--- config.mk ---
export PLATFORM = sky130hd
export DESIGN_NAME = sba_interconnect
export DESIGN_NICKNAME = d
export VERILOG_FILES = /design/src/rtl/sba_pkg.sv /design/src/rtl/sba_addr_decode.sv /design/src/rtl/sba_interconnect.sv
export SDC_FILE = /design/constraint.sdc
export NUM_CORES = 1
export LEC_CHECK = 0
export ABC_CLOCK_PERIOD_IN_PS = 2350
export BUFFER_PORTS_ARGS = -buffer_cell sky130_fd_sc_hd__buf_4
export CORE_ASPECT_RATIO = 0.75
export CORE_MARGIN = 1.5
export CORE_UTILIZATION = 40
export DETAILED_ROUTE_END_ITERATION = 10
export GPL_ROUTABILITY_DRIVEN = 0
export PLACE_DENSITY = 0.78
export SYNTH_ARGS = -nofsm -noshare
export SYNTH_HDL_FRONTEND = slang
export SYNTH_SLANG_ARGS = --single-unit
export TNS_END_PERCENT = 30
--- constraint.sdc ---
create_clock -name i_clk -period 2.35 [get_ports i_clk]
set_clock_uncertainty 0.2 [all_clocks]
set_input_delay 0.3525 -clock i_clk [delete_from_list [all_inputs] [get_ports i_clk]]
set_output_delay 0.3525 -clock i_clk [all_outputs]
set_load 0.005 [all_outputs]
--- src/rtl/sba_pkg.sv ---
// Shared types and widths for the SBA interconnect and its address decoder.
package sba_pkg;

  typedef enum logic [1:0] {
    SBA_IDLE = 2'd0,
    SBA_BUSY = 2'd1,
    SBA_RESP = 2'd2
  } sba_state_t;

  localparam int SBA_AW  = 32;
  localparam int SBA_DW  = 32;
  localparam int SBA_WEW = 4;

  // One-hot expansion of a slave index (up to 16 slaves)
  function automatic logic [15:0] sba_onehot(input logic [3:0] idx);
    logic [15:0] r;
    r      = 16'h0000;
    r[idx] = 1'b1;
    return r;
  endfunction

endpackage

--- src/rtl/sba_addr_decode.sv ---
// Combinational priority decoder: address select field -> {hit, slave index}.
module sba_addr_decode #(
  parameter int                  N_SLAVES  = 4,
  parameter int                  FIELD_W   = 4,
  parameter logic [8*N_SLAVES-1:0] SLAVE_SEL = {8'h03, 8'h02, 8'h01, 8'h00}
) (
  input  logic [FIELD_W-1:0] field,
  output logic               hit,
  output logic [3:0]         idx
);

  logic [7:0] field8;

  // Scan from the top so the lowest matching slot is the one left standing
  always_comb begin
    field8               = 8'h00;
    field8[FIELD_W-1:0]  = field;
    hit                  = 1'b0;
    idx                  = 4'h0;
    for (int i = N_SLAVES - 1; i >= 0; i--) begin
      if (SLAVE_SEL[8*i +: 8] == field8) begin
        hit = 1'b1;
        idx = 4'(i);
      end else begin
        hit = hit;
      end
    end
  end

endmodule

--- src/rtl/sba_interconnect.sv ---
// SBA interconnect: one master to N_SLAVES slaves, decoded on an address field.
// Optional hung-slave watchdog enabled by defining SBA_TIMEOUT_EN.
module sba_interconnect
  import sba_pkg::*;
#(
  parameter int                    N_SLAVES       = 4,
  parameter int                    SEL_MSB        = 31,
  parameter int                    SEL_LSB        = 28,
  parameter logic [8*N_SLAVES-1:0] SLAVE_SEL      = {8'h03, 8'h02, 8'h01, 8'h00},
  parameter int                    TIMEOUT_CYCLES = 255
) (
  input  logic                       i_clk,
  input  logic                       i_rst,
  input  logic [SBA_AW-1:0]          i_m_addr,
  input  logic                       i_m_stb,
  input  logic [SBA_WEW-1:0]         i_m_we,
  input  logic [SBA_DW-1:0]          i_m_dat_w,
  output logic [SBA_DW-1:0]          o_m_dat_r,
  output logic                       o_m_ack,
  output logic                       o_m_err,
  output logic [N_SLAVES-1:0]        o_s_stb,
  output logic [SBA_AW-1:0]          o_s_addr,
  output logic [SBA_WEW-1:0]         o_s_we,
  output logic [SBA_DW-1:0]          o_s_dat_w,
  input  logic [N_SLAVES-1:0]        i_s_ack,
  input  logic [SBA_DW*N_SLAVES-1:0] i_s_dat_r
);

  localparam int FIELD_W = SEL_MSB - SEL_LSB + 1;

  sba_state_t        state, state_next;
  logic [3:0]        sel_q;
  logic              err_q;
  logic [SBA_DW-1:0] dat_q;
  logic              dec_hit;
  logic [3:0]        dec_idx;
  logic              sel_ack;
  logic [SBA_DW-1:0] sel_dat;
  logic              tmo_hit;
  logic [15:0]       stb_onehot;

  sba_addr_decode #(
    .N_SLAVES  (N_SLAVES),
    .FIELD_W   (FIELD_W),
    .SLAVE_SEL (SLAVE_SEL)
  ) u_decode (
    .field (i_m_addr[SEL_MSB:SEL_LSB]),
    .hit   (dec_hit),
    .idx   (dec_idx)
  );

  // Only the selected slave's ack and data are visible to the FSM
  always_comb begin
    sel_ack = 1'b0;
    sel_dat = {SBA_DW{1'b0}};
    for (int i = 0; i < N_SLAVES; i++) begin
      if (sel_q == 4'(i)) begin
        sel_ack = i_s_ack[i];
        sel_dat = i_s_dat_r[SBA_DW*i +: SBA_DW];
      end else begin
        sel_ack = sel_ack;
      end
    end
  end

`ifdef SBA_TIMEOUT_EN
  logic [15:0] tmo_cnt;

  // Counts BUSY cycles; abort fires on the cycle that would reach the limit
  always_ff @(posedge i_clk) begin
    if (i_rst || state != SBA_BUSY) begin
      tmo_cnt <= 16'h0000;
    end else if (!sel_ack) begin
      tmo_cnt <= tmo_cnt + 16'h0001;
    end else begin
      tmo_cnt <= tmo_cnt;
    end
  end

  assign tmo_hit = (state == SBA_BUSY) && !sel_ack && (tmo_cnt == 16'(TIMEOUT_CYCLES - 1));
`else
  assign tmo_hit = 1'b0;
`endif

  // State register
  always_ff @(posedge i_clk) begin
    if (i_rst) state <= SBA_IDLE;
    else       state <= state_next;
  end

  // Next-state logic
  always_comb begin
    state_next = state;
    case (state)
      SBA_IDLE: begin
        if (i_m_stb) state_next = dec_hit ? SBA_BUSY : SBA_RESP;
        else         state_next = SBA_IDLE;
      end
      SBA_BUSY: begin
        if (sel_ack || tmo_hit) state_next = SBA_RESP;
        else                    state_next = SBA_BUSY;
      end
      SBA_RESP: state_next = SBA_IDLE;
      default:  state_next = SBA_IDLE;
    endcase
  end

  // Request latch and response capture
  always_ff @(posedge i_clk) begin
    if (i_rst) begin
      o_s_addr  <= {SBA_AW{1'b0}};
      o_s_we    <= {SBA_WEW{1'b0}};
      o_s_dat_w <= {SBA_DW{1'b0}};
      sel_q     <= 4'h0;
      err_q     <= 1'b0;
      dat_q     <= {SBA_DW{1'b0}};
    end else begin
      case (state)
        SBA_IDLE: begin
          if (i_m_stb) begin
            o_s_addr  <= i_m_addr;
            o_s_we    <= i_m_we;
            o_s_dat_w <= i_m_dat_w;
            sel_q     <= dec_idx;
            err_q     <= ~dec_hit;
            dat_q     <= {SBA_DW{1'b0}};
          end else begin
            err_q     <= err_q;
          end
        end
        SBA_BUSY: begin
          if (sel_ack) begin
            dat_q <= sel_dat;
            err_q <= 1'b0;
          end else if (tmo_hit) begin
            dat_q <= {SBA_DW{1'b0}};
            err_q <= 1'b1;
          end else begin
            dat_q <= dat_q;
          end
        end
        default: dat_q <= dat_q;
      endcase
    end
  end

  assign stb_onehot = sba_onehot(sel_q);

  // Outputs are pure decodes of registered state
  always_comb begin
    o_s_stb   = {N_SLAVES{1'b0}};
    o_m_ack   = 1'b0;
    o_m_err   = 1'b0;
    o_m_dat_r = {SBA_DW{1'b0}};
    case (state)
      SBA_BUSY: o_s_stb = stb_onehot[N_SLAVES-1:0];
      SBA_RESP: begin
        o_m_ack   = 1'b1;
        o_m_err   = err_q;
        o_m_dat_r = err_q ? {SBA_DW{1'b0}} : dat_q;
      end
      default: o_m_ack = 1'b0;
    endcase
  end

endmodule

==> reports/metrics.cfg, run 1 <==
[sta]
grt_setup_unrepaired=no
setup_slack_ns=0.157
worst_hold_slack_ns=0.0573
min_period_over_period=0.933
post-route-min-period_ns=2.19
slew_headroom=0.528
hold_viol_final=0
setup_violations=0
max_clock_freq_mhz=456
tightest_slew_ns=0.709
finalMaxSlewViolations=0
setup_tns_ns=0

[pwr]
power.density_nw_per_um2=518
ir_drop_v=0.000326
power_leakage_uw=0.00340

[logic_synthesis]
synth_edf_count=0
synth_commonest_cells=nand2_1 (172), dfxtp_1 (105), a21oi_1 (70), clkbuf_1 (50)
synth-seq-cells=105
synth.most_common_cell=nand2_1
synth.top_cell.area_share=0.395
synth.distinct_cells=27
synthTopCellsByArea=dfxtp_1 (39%), mux4_2 (14%), nand2_1 (12%)
syn_nets=797
syn_inst=594
ys_seq_area_frac=0.395
yosys_warnings=0
syn_area_um2=5320
syn_avg_cell_area_um2=8.96
yosys.area.top_type=dfxtp_1
synth_ff_type=dfxtp_1
async_flop_share=0

[setup_path]
path_class=reg -> out
start_kind=register
arrival_ns=1.64
path_max_fanout=15
required_ns=1.80
ff2ff_path_depth=4
max_stage_delay_ns=0.42
path_cells=nor2b_1, nor2b_2, buf_4, and2_1, buf_4
cp-startpoint=state[1]
cpMostUsedCell=buf_4
rr_startpoint=state[0]
end_kind=output port
slowest_stage=dfxtp_4

[worst_hold_path]
hp-start=i_m_dat_w[6]
hold_class=in -> reg
hold_depth=3

[finish]
final_nets=1072
areaGrowthSynthToFinish_pct=51.0
seqCellArea_um2=2110
fillers=1138
multi_input_area_um2=2960
antenna_cells=0
drive_gt1_frac=0.468
fin_cells=1045

[clock_network]
worstSkewPairLatency_ns=0.33
ctsHoldBuffers=0
ctsRootBufferMaster=clkbuf_16
post_cts_buffers=0
cts_htree_levels=3
cts_tree=built
numCtsBuffers=9
cts_buffer_depth=2
clk_pin_slew_worst_paths_ns=0.08
clock-sinks=105
post_cts_resized=0

[routing]
drc=0
highest_layer=met4
vias=5299
wl_met2_um=8380
dr.pass1.iters=4
routed_wl_um=16300
wl_met1_um=6820
wl_met3_um=911
wl_per_cell_um=15.6
post_drt_via_cell_ratio=5.07
first_iter_violations=217
final_antenna_net_count=0

[global_routing]
grt-ovfl-total=0
globalRouteTotalUtil=0.220
grt_pass1_vias=4942
grt_pass1_wl_um=24400
antenna_found_initial=0
grt_max_degree=71

[placement]
pre_cts_ws_ns=0.430
post-dp-hpwl_um=12100
dp.cells=1029
port_buffers=308

[die]
num_rows=36
initial_core_util=0.410
core_area_um2=13000
io_pins=309
die_area_um2=14000
fp.dieH_um=103
die_x_um=136

[flow_run]
max-cap-violations=0

[status]
status=completed

==> final cells by class <==
class / instances / area share
Clock inverter: 7 / 0.00825
Multi-Input combinational cell: 428 / 0.369
Timing Repair Buffer: 324 / 0.306
Inverter: 1 / 0.000467
Clock buffer: 9 / 0.0280
Tap cell: 171 / 0.0266
Sequential cell: 105 / 0.262
==> state kept, by name (all words and copies together), names as in the netlist <==
signal,count
o_s_addr,32
o_s_we,4
err_q,1
state,2
o_s_dat_w,32
dat_q,32
sel_q,2
==> metal layers <==
metal  up-vias  track usage
met1      2483        0.278
met5         -            0
met4         0       0.0524
met2       172        0.387
met3        12       0.0467
li1       2632            -
==> final timing paths <==
path	endpoint	slack, ns
setup / recovery	o_m_dat_r[30]	0.16
hold / removal	o_s_dat_w[6]	0.06
setup reg to reg	o_s_dat_w[13]	0.48
hold reg to reg	o_s_addr[26]	0.26
==> worst max-delay path, delay by kind of cell (launching register included) <==
| family | cells | cell delay (ns) |
|---|---|---|
| and+or+nand+nor | 3 | 0.56 |
| DFF | 1 | 0.42 |
| buffers and inverters | 2 | 0.32 |
==> metrics by stage <==
step	utilization	power [µW]	cell area, µm²
CTS	0.620	4210	8040
global placement	0.597	2760	7740
detailed placement	0.597	2770	7740
global route	0.620	4350	8040
finish	0.620	4160	8040
floorplan	-	2300	5320
==> placed cells by master (no fill, tap or decap), drive strengths merged <==
master / instances
o21a: 1
o21ai: 1
clkinvlp: 1
nand3b: 34
inv: 2
clkinv: 5
nor3b: 2
nand3: 34
and2: 34
o41a: 1
nand2b: 1
o221ai: 32
a2bb2oi: 1
a21oi: 70
nand2: 172
nor3: 1
mux4: 33
nor2b: 3
nor4: 1
clkbuf: 9
nor2: 5
buf: 324
dfxtp: 105
and3: 1
or3b: 1
==> power by group <==
group	leakage [µW]	total, µW	switching (µW)	internal [µW]
registers	0.000860	1920	51.8	1870
clock network	0.000140	1440	696	739
logic	0.00240	806	346	459
total	0.00340	4160	1090	3070
==> cells by family after synthesis <==
kind of cell           count (synthesis)  synth area share
AND/OR/NAND/NOR                      289             0.257
AO/OA/AOI/OAI                        106             0.157
flip-flops                           105             0.395
buffers and inverters                 61            0.0508
multiplexers                          33             0.140
Power figures use the tool's default switching activity.
==> run 2, diff against run 1 <==
RECOVER_POWER = 25   (was not set)
==> run 2 against run 1 <==
Net effect:
- die area stayed put
- non-clock buffer count unchanged
- global-route usage unchanged
- cell count unchanged
- hold slack lost 0.0019 ns
- clock power hardly changed
- highest routed layer unchanged
==> reports/metrics.cfg, run 2 (synthesis gave the netlist of run 1 again) <==
[status]
status=completed  ; unchanged

[finish]
fin_cells=1045  ; unchanged
layout_common_cells=buf_4 (270), nand2_1 (172), dfxtp_1 (102), a21oi_1 (70), clkbuf_4 (40)  ; was buf_4 (322), nand2_1 (172), dfxtp_1 (102), a21oi_1 (70)
reg_top3=dat_q x32, o_s_addr x32, o_s_dat_w x32  ; unchanged
antenna_cells=0  ; unchanged
drive_gt1_frac=0.454  ; was 0.468
final_util=0.616  ; was 0.620
fillers=1151  ; was 1,138
final_nets=1072  ; unchanged
areaGrowthSynthToFinish_pct=50.2  ; was 51.0%
final_common_cell=buf_4  ; unchanged

[clock_network]
worstSkewPairLatency_ns=0.33  ; about the same
cts_buffer_depth=2  ; unchanged
ctsHoldBuffers=0  ; unchanged
cts_tree=built  ; unchanged
ctsRootBufferMaster=clkbuf_16  ; unchanged
post_cts_resized=0  ; unchanged
numCtsBuffers=9  ; unchanged
clk_pin_slew_worst_paths_ns=0.08  ; about the same
clock-sinks=105  ; unchanged
cts_htree_levels=3  ; unchanged
post_cts_buffers=0  ; unchanged

[sta]
finalMaxSlewViolations=0  ; unchanged
worst_hold_slack_ns=0.0554  ; was 0.0573 ns
setup_tns_ns=0  ; unchanged
setup_violations=0  ; unchanged
hold_viol_final=0  ; unchanged
max_clock_freq_mhz=456  ; about the same
slew_headroom=0.522  ; was 0.528
tightest_slew_ns=0.717  ; was 0.709 ns
post-route-min-period_ns=2.19  ; about the same
min_period_over_period=0.933  ; about the same
grt_setup_unrepaired=no  ; unchanged

[pwr]
power_uw=4150  ; was 4160 µW
power_leakage_uw=0.00333  ; was 0.00340 µW
power.density_nw_per_um2=519  ; was 518 nW/µm²
ir_drop_v=0.000327  ; was 0.000326 V

[global_routing]
grt_pass1_vias=4942  ; unchanged
grt_pass1_wl_um=24400  ; unchanged
grt_max_degree=71  ; unchanged
antenna_found_initial=0  ; unchanged
grt-ovfl-total=0  ; unchanged
globalRouteTotalUtil=0.220  ; unchanged

[flow_run]
max-cap-violations=0  ; unchanged

[routing]
final_antenna_net_count=0  ; unchanged
post_drt_via_cell_ratio=5.09  ; was 5.07
dr.pass1.iters=4  ; unchanged
routed_wl_um=16300  ; about the same
drc=0  ; unchanged
first_iter_violations=209  ; was 217
wl_per_cell_um=15.6  ; about the same
vias=5320  ; was 5,299

[placement]
port_buffers=308  ; unchanged
post-dp-hpwl_um=12100  ; unchanged
dp.cells=1029  ; unchanged

[die]
core_area_um2=13000  ; unchanged
io_pins=309  ; unchanged
num_rows=36  ; unchanged
die_area_um2=14000  ; unchanged
initial_core_util=0.410  ; unchanged
fp.dieH_um=103  ; unchanged
die_x_um=136  ; unchanged

[setup_path]
end_kind=output port  ; unchanged
path_max_fanout=15  ; unchanged
cpMostUsedCell=buf_4  ; unchanged
regToRegSetupSlack_ns=0.47  ; was 0.48 ns
slowest_stage=dfxtp_4  ; unchanged
start_kind=register  ; unchanged
path_class=reg -> out  ; unchanged
max_stage_delay_ns=0.42  ; about the same
required_ns=1.80  ; about the same
path_cells=nor2b_1, nor2b_2, buf_4, and2_1, buf_4  ; unchanged
arrival_ns=1.64  ; about the same

[worst_hold_path]
hold_class=in -> reg  ; unchanged

==> run 2: cell count changes in the layout (fill, tap and decap cells not counted) <==
cell      before  now
clkbuf_1       0   12
buf_4        322  270
clkbuf_4       0   40
==> run 2: per-stage QoR <==
step | instance area (µm²) | setup WS [ns]
3_5_place_dp | 7740 | 0.430
5_1_grt | 7990 | 0.0357
4_1_cts | 8040 | 0.0776
3_3_place_gp | 7740 | 0.439
2_1_floorplan | 5320 | 0.468
6_report | 7990 | 0.156
==> run 2: layer usage <==
metal,track usage,up-vias,wire length (µm),part of all wire
li1,-,2642,-,-
met2,0.387,175,8370,0.51
met3,0.0467,12,908,0.056
met1,0.278,2491,6840,0.42
met5,0,-,0,0
met4,0.0524,0,185,0.011
==> run 2: power by group <==
group | internal [µW] | switching [µW]
combinational | 445 | 347
sequential | 1870 | 50.4
clock | 739 | 697
==> run 2: cell type report <==
type | instances | area [µm²] | area share
Clock inverter | 7 | 66.3 | 0.00830
Multi-Input combinational cell | 428 | 2960 | 0.371
Sequential cell | 105 | 2110 | 0.264
Inverter | 1 | 3.75 | 0.000470
Tap cell | 171 | 214 | 0.0268
Timing Repair Buffer | 324 | 2410 | 0.302
Clock buffer | 9 | 225 | 0.0282
==> run 2: critical path, delay by kind of cell (launching register included) <==
kind	cells	cell delay [ns]
buf+inv	2	0.32
flops	1	0.42
simple gates	3	0.56
==> run 2: final timing paths <==
kind	startpoint	end	cells after the start
worst max-delay path	state[1]	o_m_dat_r[30]	5
worst min-delay path	i_m_dat_w[6]	o_s_dat_w[6]	3
worst max register to register	state[0]	o_s_dat_w[13]	4
worst min register to register	o_s_dat_w[16]	o_s_dat_w[16]	2
